File: config.mk
export PLATFORM = sky130hd
export DESIGN_NAME = pwm_apb_sequencer
export DESIGN_NICKNAME = d
export VERILOG_FILES = /design/src/rtl/pwm_pkg.sv /design/src/rtl/pwm_req_fifo.sv /design/src/rtl/pwm_apb_sequencer.sv
export SDC_FILE = /design/constraint.sdc
export NUM_CORES = 1
export LEC_CHECK = 0
export CORE_MARGIN = 1.5
export CORE_UTILIZATION = 40
export DETAILED_ROUTE_END_ITERATION = 8
export PLACE_DENSITY = 0.7
export SLEW_MARGIN = 20
export SYNTH_ARGS = -nofsm -noshare
export SYNTH_HDL_FRONTEND = slang
export SYNTH_SLANG_ARGS = --single-unit
File: constraint.sdc
create_clock -name pclk_i -period 3.2 [get_ports pclk_i]
set_input_delay 0.64 -clock pclk_i [delete_from_list [all_inputs] [get_ports pclk_i]]
set_output_delay 0.64 -clock pclk_i [all_outputs]
set_load 0.1 [all_outputs]
File: src/rtl/pwm_pkg.sv
// Shared types and constants for the PWM APB sequencer.
//   pwm_state_e : sequencer FSM states
//   pwm_req_t   : one request word {ch, duty, commit}, 20 bits packed
//   duty_addr() : byte address of a channel's duty register
package pwm_pkg;

  localparam logic [11:0] PWM_DUTY_BASE   = 12'h020;
  localparam logic [11:0] PWM_COMMIT_ADDR = 12'h004;

  typedef enum logic [2:0] {
    StIdle,
    StSetup,
    StAccess,
    StCSetup,
    StCAccess
  } pwm_state_e;

  typedef struct packed {
    logic [2:0]  ch;
    logic [15:0] duty;
    logic        commit;
  } pwm_req_t;

  // Channel n lives at base + 4*n; 12-bit arithmetic wraps silently.
  function automatic logic [11:0] duty_addr(input logic [11:0] base, input logic [2:0] ch);
    return base + {7'b0, ch, 2'b00};
  endfunction

endpackage

File: src/rtl/pwm_req_fifo.sv
// Synchronous request FIFO.
//   clk_i, rst_ni     : clock, asynchronous active-low reset
//   push_i, wdata_i   : write strobe and data (ignored while full)
//   pop_i, rdata_o    : read strobe (ignored while empty), head-of-queue data
//   full_o, empty_o   : occupancy flags
//   level_o           : number of stored entries
module pwm_req_fifo #(
  parameter int unsigned Width = 20,
  parameter int unsigned Depth = 4
) (
  input  logic                     clk_i,
  input  logic                     rst_ni,
  input  logic                     push_i,
  input  logic [Width-1:0]         wdata_i,
  input  logic                     pop_i,
  output logic [Width-1:0]         rdata_o,
  output logic                     full_o,
  output logic                     empty_o,
  output logic [$clog2(Depth):0]   level_o
);

  localparam int unsigned PtrW = $clog2(Depth);
  localparam int unsigned LvlW = PtrW + 1;

  logic [Width-1:0] mem_q [Depth];
  logic [PtrW-1:0]  wptr_q, rptr_q;
  logic [LvlW-1:0]  level_q;
  logic             push_ok, pop_ok;

  assign full_o  = (level_q == LvlW'(Depth));
  assign empty_o = (level_q == '0);
  assign push_ok = push_i && !full_o;
  assign pop_ok  = pop_i && !empty_o;
  assign rdata_o = mem_q[rptr_q];
  assign level_o = level_q;

  always_ff @(posedge clk_i) begin
    if (push_ok) begin
      mem_q[wptr_q] <= wdata_i;
    end
  end

  // Depth is a power of two, so the pointers wrap by overflow.
  always_ff @(posedge clk_i or negedge rst_ni) begin
    if (!rst_ni) begin
      wptr_q  <= '0;
      rptr_q  <= '0;
      level_q <= '0;
    end else begin
      if (push_ok) wptr_q <= wptr_q + PtrW'(1);
      if (pop_ok)  rptr_q <= rptr_q + PtrW'(1);
      level_q <= level_q + LvlW'(push_ok) - LvlW'(pop_ok);
    end
  end

endmodule

File: src/rtl/pwm_apb_sequencer.sv
// APB master feeding duty-cycle updates into the PWM controller.
//   pclk_i, preset_n_i         : clock, asynchronous active-low reset
//   req_valid_i/req_ready_o    : request handshake; req_ch_i, req_duty_i, req_commit_i payload
//   m_psel_o ... m_pwdata_o    : APB master request (registered)
//   m_pready_i, m_pslverr_i    : APB slave response
//   err_clr_i, err_o           : sticky error (slave error or timeout) and its clear
//   busy_o, level_o            : activity flag and FIFO occupancy
module pwm_apb_sequencer
  import pwm_pkg::*;
#(
  parameter int unsigned FIFO_DEPTH  = 4,
  parameter logic [11:0] DUTY_BASE   = PWM_DUTY_BASE,
  parameter logic [11:0] COMMIT_ADDR = PWM_COMMIT_ADDR,
  parameter int unsigned TIMEOUT     = 16
) (
  input  logic                          pclk_i,
  input  logic                          preset_n_i,
  input  logic                          req_valid_i,
  output logic                          req_ready_o,
  input  logic [2:0]                    req_ch_i,
  input  logic [15:0]                   req_duty_i,
  input  logic                          req_commit_i,
  output logic                          m_psel_o,
  output logic                          m_penable_o,
  output logic                          m_pwrite_o,
  output logic [11:0]                   m_paddr_o,
  output logic [31:0]                   m_pwdata_o,
  input  logic                          m_pready_i,
  input  logic                          m_pslverr_i,
  input  logic                          err_clr_i,
  output logic                          busy_o,
  output logic                          err_o,
  output logic [$clog2(FIFO_DEPTH):0]   level_o
);

  localparam logic [7:0] TimeoutLast = 8'(TIMEOUT - 1);

  pwm_state_e  state_q;
  logic        psel_q, penable_q, commit_q, err_q;
  logic [11:0] paddr_q;
  logic [31:0] pwdata_q;
  logic [7:0]  cnt_q;

  pwm_req_t    push_word, head;
  logic        fifo_full, fifo_empty, pop;
  logic        in_access, timeout, err_set;

  assign push_word = '{ch: req_ch_i, duty: req_duty_i, commit: req_commit_i};

  pwm_req_fifo #(
    .Width ($bits(pwm_req_t)),
    .Depth (FIFO_DEPTH)
  ) u_fifo (
    .clk_i   (pclk_i),
    .rst_ni  (preset_n_i),
    .push_i  (req_valid_i),
    .wdata_i (push_word),
    .pop_i   (pop),
    .rdata_o (head),
    .full_o  (fifo_full),
    .empty_o (fifo_empty),
    .level_o (level_o)
  );

  assign pop       = (state_q == StIdle) && !fifo_empty;
  assign in_access = (state_q == StAccess) || (state_q == StCAccess);
  assign timeout   = (cnt_q == TimeoutLast);
  // A completing access reports pslverr; a stalled one reports only on expiry.
  assign err_set   = in_access && (m_pready_i ? m_pslverr_i : timeout);

  always_ff @(posedge pclk_i or negedge preset_n_i) begin
    if (!preset_n_i) begin
      state_q   <= StIdle;
      psel_q    <= 1'b0;
      penable_q <= 1'b0;
      paddr_q   <= '0;
      pwdata_q  <= '0;
      commit_q  <= 1'b0;
      cnt_q     <= '0;
      err_q     <= 1'b0;
    end else begin
      if (err_set) begin
        err_q <= 1'b1;
      end else if (err_clr_i) begin
        err_q <= 1'b0;
      end

      unique case (state_q)
        StIdle: begin
          if (!fifo_empty) begin
            state_q   <= StSetup;
            psel_q    <= 1'b1;
            penable_q <= 1'b0;
            paddr_q   <= duty_addr(DUTY_BASE, head.ch);
            pwdata_q  <= {16'h0000, head.duty};
            commit_q  <= head.commit;
          end
        end
        StSetup: begin
          state_q   <= StAccess;
          penable_q <= 1'b1;
          cnt_q     <= '0;
        end
        StCSetup: begin
          state_q   <= StCAccess;
          penable_q <= 1'b1;
          cnt_q     <= '0;
        end
        StAccess, StCAccess: begin
          if (m_pready_i) begin
            if ((state_q == StAccess) && commit_q) begin
              // Slave error on the duty write still lets the commit go out.
              state_q   <= StCSetup;
              penable_q <= 1'b0;
              paddr_q   <= COMMIT_ADDR;
              pwdata_q  <= 32'h0000_0001;
            end else begin
              state_q   <= StIdle;
              psel_q    <= 1'b0;
              penable_q <= 1'b0;
            end
          end else if (timeout) begin
            // Abandon the transfer; any pending commit is dropped.
            state_q   <= StIdle;
            psel_q    <= 1'b0;
            penable_q <= 1'b0;
          end else begin
            cnt_q <= cnt_q + 8'd1;
          end
        end
        default: begin
          state_q   <= StIdle;
          psel_q    <= 1'b0;
          penable_q <= 1'b0;
        end
      endcase
    end
  end

  assign req_ready_o = !fifo_full;
  assign busy_o      = !fifo_empty || (state_q != StIdle);
  assign err_o       = err_q;
  assign m_psel_o    = psel_q;
  assign m_penable_o = penable_q;
  assign m_pwrite_o  = psel_q;
  assign m_paddr_o   = paddr_q;
  assign m_pwdata_o  = pwdata_q;

endmodule

## Yosys cells after proc, flatten, opt, wreduce, memory -nomap -nowiden

Memory sizes are Yosys's and may differ from the RTL's.
Cells that the tools add are included.

- Register bits: 66
- Bits in latches: 0
- Bits in writable memories: 80
- Bits in read-only memories: 0
- Input bits: 26
- Output and inout port bits: 53
- Memories: 1

Memories:

| name | words | bits a word | rd ports | clocked after Yosys merged registers in | write ports | RTL line | source |
|---|---|---|---|---|---|---|---|
| u_fifo.mem_q | 4 | 20 | 1 | 0 | 1 | pwm_req_fifo.sv:25 | `logic [Width-1:0] mem_q [Depth];` |

- $add $sub $neg: 6
- $mul: 0
- Divide/modulo/power cells: 0
- Order comparisons: 0
- Eq/ne operators: 13
- Shift operators: 0
- Muxes and demuxes: 29
- Bitwise logic cells: 2
- Reduce and logical (&&, ||, !) cells: 22

Operator list:

| operator | number |
|---|---|
| 32-bit 2-to-1 mux | 3 |
| 32-bit case mux with 2 select lines | 1 |
| 12-bit 2-to-1 mux | 3 |
| 12-bit case mux with 2 select lines | 1 |
| 8-bit 2-to-1 mux | 2 |
| 8-bit case mux with 2 select lines | 1 |
| 3-bit case mux with 4 select lines | 1 |
| 1-bit 2-to-1 mux | 11 |
| 2-bit != test (second input constant) | 5 |
| 3-bit 2-to-1 mux | 3 |
| 8-bit by 1-bit adder with 8-bit output (second input constant) | 1 |
| 8-bit by 4-bit equality test with 1-bit output (second input constant) | 1 |
| 4-bit AND reduction | 2 |
| 6-bit by 5-bit adder with 7-bit output (first input constant) | 1 |
| 3-bit by 2-bit equality test with 1-bit output (second input constant) | 2 |
| 3-bit equality test (second input constant) | 2 |
| 3-bit logical NOT | 2 |
| 3-bit != test (second input constant) | 2 |
| 1-bit case mux with 3 select lines | 2 |
| 2-bit nonzero test | 3 |
| 1-bit logical AND | 5 |
| 2-bit by 1-bit adder with 2-bit output (second input constant) | 2 |
| 2-bit AND reduction | 2 |
| 2-bit OR reduction | 2 |
| other kinds (9) | 12 |

## Logic depth before layout (Yosys ltp)

Gate-level depths: netlist of run 1.

- Depth after elaboration: 5
- Mapped depth: 11
- Mapped depth without buffers: 10

## By module

From an unflattened synthesis of run 1, not the netlist that was laid out.

- Cells, all modules: 303
- Area, all modules: 5101.1 µm²

Modules (own cells, without submodules):

| module | instances | cells each | area each (µm²) | seq. area each (µm²) |
|---|---|---|---|---|
| pwm_req_fifo | 1 | 145 | 3362.0 | 2577.5 |
| pwm_apb_sequencer | 1 | 158 | 1739.2 | 875.8 |

## Least setup slack after synthesis of run 1

No wires, ideal clock.

- Path type: register to register
- Start: register u_fifo.level_q[1] (netlist: u_fifo.level_o[1])
- End: register u_fifo.level_q[2] (netlist: u_fifo.level_o[2])
- Library setup time: 159 ps
- Data arrival time: 3001 ps
- Required time: 3041 ps
- Slack: 40 ps
- Cell stages (with the launch flop): 9
- Buffers on the path: 0
- Path through: dfrtp_1 -> nor2_1 -> nand2_1 -> and2_0 -> ha_1 -> inv_1 -> fa_1 -> xnor2_1 -> xnor2_1

- Longest elaborated chain between the ends: 5
- Elaborated cells on any way between the ends: 9
- Classes of those cells: add/sub (2); eq/ne (1); reduce/logical (6)

Ends and longest elaborated chain:

| item | RTL line | source |
|---|---|---|
| start: declaration | pwm_req_fifo.sv:27 | `logic [LvlW-1:0] level_q;` |
| start signal: assignment | pwm_req_fifo.sv:52 | `level_q <= level_q + LvlW'(push_ok) - LvlW'(pop_ok);` |
| 3-bit equality test | pwm_req_fifo.sv:30 | `assign full_o = (level_q == LvlW'(Depth));` |
| 1-bit logical NOT | -- |  |
| via req_ready_o | pwm_apb_sequencer.sv:19 | `output logic req_ready_o,` |
| 1-bit logical AND | pwm_req_fifo.sv:32 | `assign push_ok = push_i && !full_o;` |
| via u_fifo.push_ok | pwm_req_fifo.sv:28 | `logic push_ok, pop_ok;` |
| 3-bit by 1-bit adder with 3-bit output | pwm_req_fifo.sv:52 |  |
| 3-bit by 1-bit subtractor with 3-bit output | pwm_req_fifo.sv:52 |  |

The timed path passes the listed nets, and every way through them passes these cells.
A chain may end at the register's enable or synchronous reset.

## Worst setup path in the final report of run 1

- Start: register u_fifo.level_q[1] (netlist: u_fifo.level_o[1])
- End: output busy_o

- Longest elaborated chain between the ends: 3

Ends and longest elaborated chain:

| item | RTL line | source |
|---|---|---|
| 3-bit logical NOT | pwm_req_fifo.sv:31 | `assign empty_o = (level_q == '0);` |
| 1-bit logical NOT | pwm_apb_sequencer.sv:141 | `assign busy_o = !fifo_empty \|\| (state_q != StIdle);` |
| 1-bit logical OR | pwm_apb_sequencer.sv:141 |  |
| end: declaration | pwm_apb_sequencer.sv:31 | `output logic busy_o,` |

No other way between the ends.

==> impl_metrics.toml, run 1 <==
[global_routing]
grt_pass1_vias = 2698
overflow = 0
antenna_found_initial = 0
grt_max_degree = 43
gr-usage-all-layers_pct = 15.0
grt_pass1_wl_um = 14300

[placement]
post-dp-hpwl_um = 5360
dpl_cell_area_um2 = 5550
gp_congestion = 0.765
portBuffers = 54
dp_slack_ns = 0.805

[clocking]
postCtsSetupBuffers = 0
cts.path.max_buffers = 2
cts_resized = 0
cts_tree = "done"
htreeDepth = 4
cts_hold_buf = 0
numCtsBuffers = 17
clk_latency_ns = 0.41
cts.sinks = 122
path_clk_slew_ns = 0.06
cts-root-buf = "clkbuf_16"

[status]
outcome = "completed"

[logic_synthesis]
synth_xor_area_share_pct = 1.23
syn_inst = 293
synth_top_family_by_area = "multiplexers"
synth_edf_count = 80
synth_fa_ha_area_share_pct = 2.16
muxShareOfSynthArea_pct = 10.1
synth_most_common_cell = "edfxtp_1"
synth_top_area_share_pct = 48.2
synth_common_cells = "80 x edfxtp_1, 42 x dfrtp_1, 25 x buf_4, 20 x mux4_2, 18 x a22o_1"
synth.yosys.seq_area_share_pct = 69.3
synth.cell_area_um2 = 4980
ys.flop_type = "edfxtp_1"
ys_types = 49
yosysTopAreaCell = "edfxtp_1"
yosys_warnings = 0
synth-simple-area-share_pct = 5.30
ys_seq_elements = 122
postSynthAreaPerCell_um2 = 17.0
synthTopCellsByArea = "edfxtp_1 48%, dfrtp_1 21%, mux4_2 9.0%"
synth_compound_area_share_pct = 6.05
synth-async-reset-ratio_pct = 34.4

[final_layout]
diodes = 0
syn_to_final_growth_pct = 23.9
fin_nets = 396
drive_gt1_share_pct = 25.9
fin_area_um2 = 6170

[die]
die_y_um = 115
core_um2 = 12100
die_w_um = 115
core.rowCount = 40
io_pins = 79
initial_utilization_pct = 41.3
die-area_um2 = 13100

[setup_path]
worstSetupEndpointType = "primary output"
start_kind = "flip-flop"
worstSetupPathType = "reg -> out"
timing.rr.end = "u_fifo.level_o[2]$_DFF_PN0_"
r2r_cells = 10
r2r-start = "u_fifo.level_o[1]$_DFF_PN0_"
arrival_ns = 1.77
crit_required_ns = 2.56
r2r_setup_slack_ns = 0.89
path_max_fanout = 5

[sta]
hold_violations = 0
worst_slack_ns = 0.786
fin_crit_ns = 2.41
finalSetupViolations = 0
tightest_slew_ns = 0.571
holdWs_ns = 0.238
post-route-period-util_pct = 75.4
clock_skew_ns = 0.0130
finalMaxSlewViolations = 0
setup_tns_ns = 0
slew_headroom_pct = 62.0
fmax_ghz = 0.414
rsz0062_at_grt = "no"

[routing]
drt-total-wl_um = 8920
ant_nets = 0
drt_iter0_drc = 179
vias = 2654
firstDrtPassIters = 4
drc_errors = 0
wire_per_inst_um = 16.5
routed_via_density = 4.90

[run]
max-cap-violations = 0

[min_path]
hold_path_class = "in -> async"
layout by cell type, fill, tap and decap left out, types with 3 or more instances in the layout:
cell              n
clkbuf_16        17
inv_1            11
xnor2_1           6
mux4_2           20
o21ai_0           4
nand2_1          14
nand3_1           4
edfxtp_1         80
bufinv_16         4
clkinv_4          4
a22o_1           18
mux2i_1           3
buf_4            37
clkdlybuf4s50_1  24
dfrtp_1          42
nor2_1            4
ha_1              7
inv_6             3
and3_1            6
conb_1           24
area by class of cell:
type	instances	area (µm²)
fill	966	5890
clock inverter	13	191
sequential	122	3450
tap	168	210
timing repair buffer	61	518
inverter	12	45.0
multi-input combinational	148	1330
clock buffer	18	429
routing by layer:
| metal | share of wire, % | GRT usage, % | vias to the layer above |
|---|---|---|---|
| li1 | - | - | 1214 |
| met1 | 45 | 19.2 | 1347 |
| met2 | 48 | 23.8 | 82 |
| met3 | 5.4 | 4.71 | 11 |
| met4 | 1.3 | 6.25 | 0 |
| met5 | 0 | 0 | - |
how the worst max path moves through the flow:
stage	end	slack (ns)	cells past startpoint	start
2_1_floorplan	u_fifo.level_o[2]$_DFF_PN0_	0.04	8	u_fifo.level_o[1]$_DFF_PN0_
3_3_place_gp	u_fifo.level_o[2]$_DFF_PN0_	0.84	7	req_valid_i
3_5_place_dp	u_fifo.level_o[2]$_DFF_PN0_	0.81	7	req_valid_i
4_1_cts	busy_o	0.76	3	u_fifo.level_o[1]$_DFF_PN0_
5_1_grt	busy_o	0.71	3	state_q[2]$_DFFE_PN0P_
6_report	busy_o	0.79	3	u_fifo.level_o[1]$_DFF_PN0_
worst max-delay path, stage by stage, from the launching register on:
cell and delay, ns:
dfrtp_1 0.45, or3_4 0.41, or2b_1 0.26, buf_4 0.24
cells by family after synthesis:
group           count (synthesis)
compound gates                 37
xor+xnor                        7
fa+ha+maj                       8
buf+inv                        46
flops                         122
mux                            25
other cells                     1
simple gates                   47
state kept, by name (all words and copies together), names as in the netlist:
signal	cells
u_fifo.level_o	3
err_o	1
m_psel_o	1
m_pwdata_o	16
m_penable_o	1
m_paddr_o	4
commit_q	1
u_fifo.mem_q	80
u_fifo.rptr_q	2
state_q	3
cnt_q	8
u_fifo.wptr_q	2
through the flow:
step / utilization (%) / instances
floorplan: - / 316
global placement: 46.0 / 511
detailed placement: 46.0 / 511
CTS: 51.2 / 542
global route: 51.2 / 542
finish: 51.2 / 542
Power of run 1 is not shown: default switching activity piles up to over one toggle a cycle in this logic, so the estimate is an artifact.
==> run 2, diff against run 1 <==
PLACE_DENSITY = 0.73   (was 0.7)
clock period = 2.1 ns   (was 3.2 ns; I/O delays follow)
==> impl_metrics.toml, run 2 (synthesized netlist as in run 1, its figures left out) <==
[status]
outcome = "finished, violations left"
failed_checks = "setup timing"

[clocking]
cts-root-buf = "clkbuf_16"
cts_tree = "done"
cts.path.max_buffers = 2
postCtsSetupBuffers = 0
cts.sinks = 122
htreeDepth = 4
numCtsBuffers = 17
clk_latency_ns = 0.41
path_clk_slew_ns = 0.05

[setup_path]
timing.rr.end = "u_fifo.level_o[2]$_DFF_PN0_"
r2r-start = "u_fifo.level_o[2]$_DFF_PN0_"
crit_start = "u_fifo.level_o[2]$_DFF_PN0_"
critPathMaxStageDelay_ns = 0.46
start_kind = "flip-flop"
r2r_cells = 10
worstSetupPathType = "reg -> out"
crit_chain = "or3_4 -> or2b_4 -> buf_12"
arrival_ns = 1.73
worstSetupEndpointType = "primary output"
crit_required_ns = 1.68
r2r_setup_slack_ns = -0.01
path_max_fanout = 2
crit_slowest_cell = "dfrtp_4"

[routing]
ant_nets = 0
drc_errors = 0
drt-total-wl_um = 9330
drt_iter0_drc = 142
routed_via_density = 4.97
firstDrtPassIters = 4
vias = 2767
wire_per_inst_um = 16.8

[sta]
fmax_ghz = 0.466
tightest_slew_ns = 0.548
worst_slack_ns = -0.0479
slew_headroom_pct = 63.1
fin_crit_ns = 2.15
finalMaxSlewViolations = 0
hold_violations = 0
clock_skew_ns = 0.00496
holdWs_ns = 0.480
finalSetupViolations = 2
rsz0062_at_grt = "yes"
post-route-period-util_pct = 102

[final_layout]
fin_nets = 410
syn_to_final_growth_pct = 27.7
layout_commonest_cell = "edfxtp_1"
fin_area_um2 = 6360
diodes = 0
largest_reg_flops = 80
mostFrequentLayoutCells = "80 x edfxtp_1, 42 x buf_4, 39 x dfrtp_1, 24 x conb_1, 24 x clkdlybuf4s50_1"
largest-register = "u_fifo.mem_q"
drive_gt1_share_pct = 32.1

[die]
die_y_um = 115
core_um2 = 12100
initial_utilization_pct = 41.3
die_w_um = 115
io_pins = 79
die-area_um2 = 13100
core.rowCount = 40

[placement]
dp_slack_ns = -0.0495
dpl_cell_area_um2 = 5790
portBuffers = 54
post-dp-hpwl_um = 5890
gp_congestion = 0.740

[global_routing]
antenna_found_initial = 0
grt_pass1_wl_um = 14800
overflow = 0
grt_pass1_vias = 2869
gr-usage-all-layers_pct = 15.7
grt_max_degree = 27

[min_path]
min_from = "cnt_q[7]$_DFFE_PN0P_"
holdPathEnd = "cnt_q[7]$_DFFE_PN0P_"
min_path_cells = 1
hold_path_class = "reg -> reg"

[run]
max-cap-violations = 0
==> run 2: area by class of cell <==
class | count | area (µm²)
fillers | 962 | 5700
flip-flops and latches | 122 | 3460
multi-input cells | 148 | 1370
repair buffers | 75 | 711
clock buffers | 22 | 464
well taps | 168 | 210
clock inverters | 10 | 92.6
inverters | 12 | 50.0
==> run 2: what timing repair did <==
item,in CTS,in global routing
hold buffers,1,0
resized for setup,2,1
endpoints found under the hold margin,16,0
setup endpoints to repair,2,2
pin swaps,2,2
==> run 2: routing by layer <==
metal / vias to the layer above / wire length, µm / GRT usage [%]
li1: 1235 / - / -
met1: 1424 / 3930 / 18.3
met2: 99 / 4860 / 26.5
met3: 9 / 429 / 5.13
met4: 0 / 119 / 6.83
met5: - / 0 / 0
==> run 2: worst max path at each step <==
stage	slack [ns]	cells past startpoint	end
2_1_floorplan	-0.41	11	u_fifo.level_o[2]$_DFF_PN0_
6_report	-0.05	3	busy_o
5_1_grt	-0.09	3	busy_o
3_5_place_dp	-0.05	10	u_fifo.level_o[2]$_DFF_PN0_
3_3_place_gp	-0.02	10	u_fifo.level_o[2]$_DFF_PN0_
4_1_cts	-0.06	3	busy_o
==> run 2: per-stage QoR <==
step,instances,util (%),setup TNS [ns]
floorplan,316,-,-0.710
global placement,524,48.0,-0.0155
detailed placement,524,48.0,-0.0495
CTS,557,52.7,-0.0877
global route,557,52.8,-0.173
finish,557,52.8,-0.0612
==> run 2: worst max-delay path: cells and delay by family, from the launching register on <==
| kind | cells | cell delay (ns) |
|---|---|---|
| buffers and inverters | 1 | 0.17 |
| DFF | 1 | 0.46 |
| and+or+nand+nor | 2 | 0.69 |
Power of run 2 is left out for the same reason.
